## config.mk

```make
export PLATFORM = sky130hd
export DESIGN_NAME = mult_div_seq
export DESIGN_NICKNAME = d
export VERILOG_FILES = /design/src/rtl/mult_div_pkg.sv /design/src/rtl/muldiv_step.sv /design/src/rtl/mult_div_seq.sv
export SDC_FILE = /design/constraint.sdc
export NUM_CORES = 1
export LEC_CHECK = 0
export BUFFER_PORTS_ARGS = -buffer_cell sky130_fd_sc_hd__buf_2
export CORE_ASPECT_RATIO = 0.7
export CORE_MARGIN = 2
export CORE_UTILIZATION = 35
export CTS_BUF_LIST = sky130_fd_sc_hd__clkbuf_4 sky130_fd_sc_hd__clkbuf_8 sky130_fd_sc_hd__clkbuf_16
export CTS_CLUSTER_DIAMETER = 80
export DETAILED_ROUTE_END_ITERATION = 6
export GPL_TIMING_DRIVEN = 0
export HOLD_SLACK_MARGIN = 0.05
export PLACE_DENSITY_LB_ADDON = 0.3
export SYNTH_ARGS = -nofsm -noshare
export SYNTH_HDL_FRONTEND = slang
export SYNTH_SLANG_ARGS = --single-unit
```

## constraint.sdc

```tcl
create_clock -name clk -period 8.7 [get_ports clk]
set_input_delay 0.87 -clock clk [delete_from_list [all_inputs] [get_ports clk]]
set_output_delay 0.87 -clock clk [all_outputs]
set_load 0.02 [all_outputs]
```

## src/rtl/mult_div_pkg.sv

```systemverilog
// Shared encodings for the MULT/DIV sequencer: op codes, FSM states and the
// default iteration count.
package mult_div_pkg;

    localparam logic OP_MULT = 1'b0;
    localparam logic OP_DIV  = 1'b1;

    localparam int ITER = 32;

    typedef enum logic [1:0] {
        IDLE = 2'd0,
        RUN  = 2'd1,
        FIX  = 2'd2,
        ZERO = 2'd3
    } state_t;

endpackage

```

## src/rtl/muldiv_step.sv

```systemverilog
// One combinational iteration of the unsigned magnitude datapath: a shift-add
// multiply step or a restoring-divide step, selected by i_op.
module muldiv_step
    import mult_div_pkg::*;
#(
    parameter int WIDTH = ITER
) (
    input  logic             i_op,
    input  logic [WIDTH-1:0] i_acc,
    input  logic [WIDTH-1:0] i_q,
    input  logic [WIDTH-1:0] i_opnd,
    output logic [WIDTH-1:0] o_acc,
    output logic [WIDTH-1:0] o_q
);

    logic [WIDTH:0] w_sum;
    logic [WIDTH:0] w_shl;
    logic [WIDTH:0] w_trial;

    // The carry out of the add becomes the top bit of the shifted accumulator.
    assign w_sum   = {1'b0, i_acc} + (i_q[0] ? {1'b0, i_opnd} : {(WIDTH+1){1'b0}});
    assign w_shl   = {i_acc, i_q[WIDTH-1]};
    assign w_trial = w_shl - {1'b0, i_opnd};

    always_comb begin
        o_acc = w_sum[WIDTH:1];
        o_q   = {w_sum[0], i_q[WIDTH-1:1]};
        if (i_op == OP_DIV) begin
            if (!w_trial[WIDTH]) begin
                o_acc = w_trial[WIDTH-1:0];
                o_q   = {i_q[WIDTH-2:0], 1'b1};
            end else begin
                o_acc = w_shl[WIDTH-1:0];
                o_q   = {i_q[WIDTH-2:0], 1'b0};
            end
        end
    end

endmodule

```

## src/rtl/mult_div_seq.sv

```systemverilog
// Multicycle signed MULT/DIV sequencer owning HI/LO: runs WIDTH magnitude
// iterations, then applies sign correction and commits to hi/lo.
module mult_div_seq
    import mult_div_pkg::*;
#(
    parameter int WIDTH = ITER,
    parameter int CNT_W = 6
) (
    input  logic             clk,
    input  logic             reset,
    input  logic             start,
    input  logic             op,
    input  logic [WIDTH-1:0] a,
    input  logic [WIDTH-1:0] b,
    output logic             busy,
    output logic             done,
    output logic             div_zero,
    output logic [WIDTH-1:0] hi,
    output logic [WIDTH-1:0] lo
);

    state_t           r_state;
    logic [CNT_W-1:0] r_cnt;
    logic             r_op;
    logic             r_neg_res;
    logic             r_neg_dvd;
    logic [WIDTH-1:0] r_acc;
    logic [WIDTH-1:0] r_q;
    logic [WIDTH-1:0] r_opnd;
    logic             r_busy;
    logic             r_done;
    logic             r_div_zero;
    logic [WIDTH-1:0] r_hi;
    logic [WIDTH-1:0] r_lo;
    logic [WIDTH-1:0] w_acc_nxt;
    logic [WIDTH-1:0] w_q_nxt;

    // Unsigned magnitude: the most negative value maps onto itself.
    function automatic logic [WIDTH-1:0] mag(input logic signed [WIDTH-1:0] x);
        return x[WIDTH-1] ? (~x + 1'b1) : x;
    endfunction

    function automatic logic [WIDTH-1:0] neg_w(input logic n, input logic [WIDTH-1:0] x);
        return n ? (~x + 1'b1) : x;
    endfunction

    function automatic logic [2*WIDTH-1:0] neg_2w(input logic n, input logic [2*WIDTH-1:0] x);
        return n ? (~x + 1'b1) : x;
    endfunction

    muldiv_step #(.WIDTH(WIDTH)) u_step (
        .i_op   (r_op),
        .i_acc  (r_acc),
        .i_q    (r_q),
        .i_opnd (r_opnd),
        .o_acc  (w_acc_nxt),
        .o_q    (w_q_nxt)
    );

    always_ff @(posedge clk) begin
        if (reset) begin
            r_state    <= IDLE;
            r_cnt      <= '0;
            r_busy     <= 1'b0;
            r_done     <= 1'b0;
            r_div_zero <= 1'b0;
            r_hi       <= '0;
            r_lo       <= '0;
        end else begin
            r_done     <= 1'b0;
            r_div_zero <= 1'b0;
            case (r_state)
                IDLE: begin
                    if (start) begin
                        r_busy <= 1'b1;
                        if (op == OP_DIV && b == '0) begin
                            r_state <= ZERO;
                        end else begin
                            // r_q holds the multiplier or dividend, r_opnd the multiplicand or divisor.
                            r_op      <= op;
                            r_q       <= (op == OP_MULT) ? mag(b) : mag(a);
                            r_opnd    <= (op == OP_MULT) ? mag(a) : mag(b);
                            r_acc     <= '0;
                            r_neg_res <= a[WIDTH-1] ^ b[WIDTH-1];
                            r_neg_dvd <= a[WIDTH-1];
                            r_cnt     <= '0;
                            r_state   <= RUN;
                        end
                    end
                end
                RUN: begin
                    r_acc <= w_acc_nxt;
                    r_q   <= w_q_nxt;
                    if (r_cnt == CNT_W'(WIDTH-1)) begin
                        r_state <= FIX;
                    end else begin
                        r_cnt <= r_cnt + 1'b1;
                    end
                end
                FIX: begin
                    if (r_op == OP_MULT) begin
                        {r_hi, r_lo} <= neg_2w(r_neg_res, {r_acc, r_q});
                    end else begin
                        r_lo <= neg_w(r_neg_res, r_q);
                        r_hi <= neg_w(r_neg_dvd, r_acc);
                    end
                    r_done  <= 1'b1;
                    r_busy  <= 1'b0;
                    r_state <= IDLE;
                end
                ZERO: begin
                    r_done     <= 1'b1;
                    r_div_zero <= 1'b1;
                    r_busy     <= 1'b0;
                    r_state    <= IDLE;
                end
                default: begin
                    r_busy  <= 1'b0;
                    r_state <= IDLE;
                end
            endcase
        end
    end

    assign busy     = r_busy;
    assign done     = r_done;
    assign div_zero = r_div_zero;
    assign hi       = r_hi;
    assign lo       = r_lo;

endmodule

```

==> flow_summary.toml <==
[outcome]
outcome = "finished, final reports clean"

[global_routing]
grt_pass1_wl_um = 76500
track_usage = 0.244
grt_pass1_vias = 12380
antenna_found_initial = 1
grt-ovfl-total = 0
grt_max_degree = 18

[placement]
gp_congestion = 0.963
dp_hpwl_um = 42800
placedCellCount = 2352
port_buffers = 133
placed_cell_area_um2 = 15500

[clock_network]
clk_pin_slew_ns = 0.08
numCtsBuffers = 17
cts_tree = "done"
clk_path_buf_depth = 2
cts_resized = 0
clk_latency_ns = 0.46
cts_max_level = 4
cts_setup_buffers = 0
hold_buffers = 0
clock-sinks = 174
cts_root_buf = "clkbuf_16"

[synthesis]
syn-cell-area_um2 = 14000
yosysMostFrequentCell = "nor2_1"
yosys-top-cells-area = "edfxtp_1 21%, dfxtp_1 11%, xor2_1 6.4%"
synth_edf_count = 99
syn_nets = 1813
syn_area_per_cell_um2 = 8.38
async_reset_ff_frac = 0
syn-instance-count = 1674
synth.distinct_cells = 72
yosys-top-cells-count = "169 x nor2_1, 137 x nand2_1, 131 x a21oi_1"
synth_top_flop_cell = "edfxtp_1"
yosys.area.top_type = "edfxtp_1"
synth_seq_area_share = 0.319
yosysTopAreaCellShare = 0.212
yosysWarnings = 0
ys_ff_latch = 174

[sta]
fmax_mhz = 205
hold_ws_ns = 0.458
maxSlewViolCount = 0
setup_viol = 0
tightest_slew_ns = 1.04
hold_viol_final = 0
min_period_over_period = 0.560
max_slew_margin = 0.300
finalCriticalPeriod_ns = 4.87
rsz0062_at_grt = "false"
skew_ns = 0.0162

[routing]
wl_per_cell_um = 22.1
vias = 13858
final_antenna_net_count = 0
drt_wl_total_um = 52600
drt_pass1_iterations = 5
via_per_inst = 5.81
drt_iter0_drc = 1308
drc = 0

[floorplan]
dieArea_um2 = 41700
io_pins = 135
core-area_um2 = 39600
die_w_um = 243
placement_rows = 61
die_height_um = 171
start_util = 0.354

[cells_and_area]
layout-area-overhead-vs-synth_pct = 14.7
post-route-cell-area_um2 = 16100
drive_gt1_frac = 0.112
layoutNonFillerInstCount = 2384
antennaDiodeCount = 0
finalNetCount = 1975

[pwr]
power.leakage_nw = 6.41
ir_worst_vdd_uv = 142
p_total_mw = 2.51
p_per_area_nw_per_um2 = 156

[critical_path]
worstPathRequired_ns = 8.89
setup.worst_path.class = "flop to flop"
crit_arrival_ns = 5.05
crit_path_end_kind = "flop"
worstPathMaxFanout = 10
r2r_slack_ns = 3.83
cp-start-kind = "flop"

[worst_hold_path]
hp-class = "flop to flop"

[run]
maxCapViolCount = 0
## final cells by class
cell class                      count  area (um2)
Multi-Input combinational cell   1345        8980
Inverter                           61         229
Fill cell                        4046       23500
Clock buffer                       19         464
Sequential cell                   174        4470
Clock inverter                     13         145
Tap cell                          535         669
Timing Repair Buffer              143         767
Buffer                             94         357
## flip-flops by register name, summed over array words and instances (netlist names)
register,cells
hi,32
lo,32
r_acc,32
r_opnd,32
r_q,32
r_cnt,6
r_state,2
busy,1
div_zero,1
done,1
r_neg_dvd,1
r_neg_res,1
r_op,1
## cell families (layout without fill, tap and decap cells)
| group | Yosys count | in the layout | share of synthesized area |
|---|---|---|---|
| compound gates | 511 | 511 | 0.234 |
| xor+xnor | 172 | 172 | 0.107 |
| fa+ha+maj | 71 | 71 | 0.0644 |
| buf+inv | 155 | 330 | 0.0417 |
| flops | 174 | 174 | 0.319 |
| mux | 85 | 85 | 0.0608 |
| simple gates | 506 | 506 | 0.173 |
## where the power goes
group / leakage [nW] / internal [mW] / total (mW) / switching (mW)
Combinational: 4.57 / 0.257 / 0.695 / 0.438
Sequential: 1.55 / 0.919 / 0.986 / 0.0667
Clock: 0.301 / 0.433 / 0.826 / 0.393
## layout by cell type, fill, tap and decap left out, types with 34 or more instances in the layout
| cell type | n |
|---|---|
| ha_1 | 69 |
| nor3_1 | 34 |
| mux2i_1 | 83 |
| edfxtp_1 | 99 |
| nand2_1 | 137 |
| dfxtp_1 | 75 |
| a211oi_1 | 65 |
| o21ai_0 | 105 |
| xor2_1 | 102 |
| buf_2 | 136 |
| nor2_1 | 169 |
| inv_1 | 60 |
| clkbuf_1 | 83 |
| xnor2_1 | 70 |
| a21oi_1 | 131 |
## worst max-delay path: stages, from the launching register on
cell and delay (ns):
edfxtp_1 0.47, inv_1 0.16, ha_1 0.26, fa_1 0.41, nor2b_1 0.18, o31a_1 0.27
o21ai_1 0.20, o31ai_1 0.90, o21ba_2 0.24, nor3_1 0.09, nor2_1 0.45, buf_2 0.45
mux2i_1 0.36, a211oi_1 0.12
## per-stage QoR
| stage | setup TNS, ns | util | worst slack, ns |
|---|---|---|---|
| 2_1_floorplan | 0 | - | 2.09 |
| 3_3_place_gp | -78.43 | 0.388 | -1.23 |
| 3_5_place_dp | 0 | 0.391 | 4.02 |
| 4_1_cts | 0 | 0.406 | 4.01 |
| 5_1_grt | 0 | 0.406 | 3.68 |
| 6_report | 0 | 0.406 | 3.83 |
## final timing paths
path | cells after the start | to | start
max | 13 | r_acc[8] | r_q[31]
min | 2 | hi[20] | hi[20]
max reg2reg | 13 | r_acc[8] | r_q[31]
min reg2reg | 2 | hi[20] | hi[20]
## routing by layer
metal	global-route usage	part of all wire	wire [um]	up-vias
met3	0.0633	0.11	5970	50
met2	0.332	0.39	20300	639
met1	0.379	0.49	25700	6669
met5	0	0	0	-
li1	-	-	-	6500
met4	0.0496	0.013	659	0
Power figures use the tool's default switching activity.
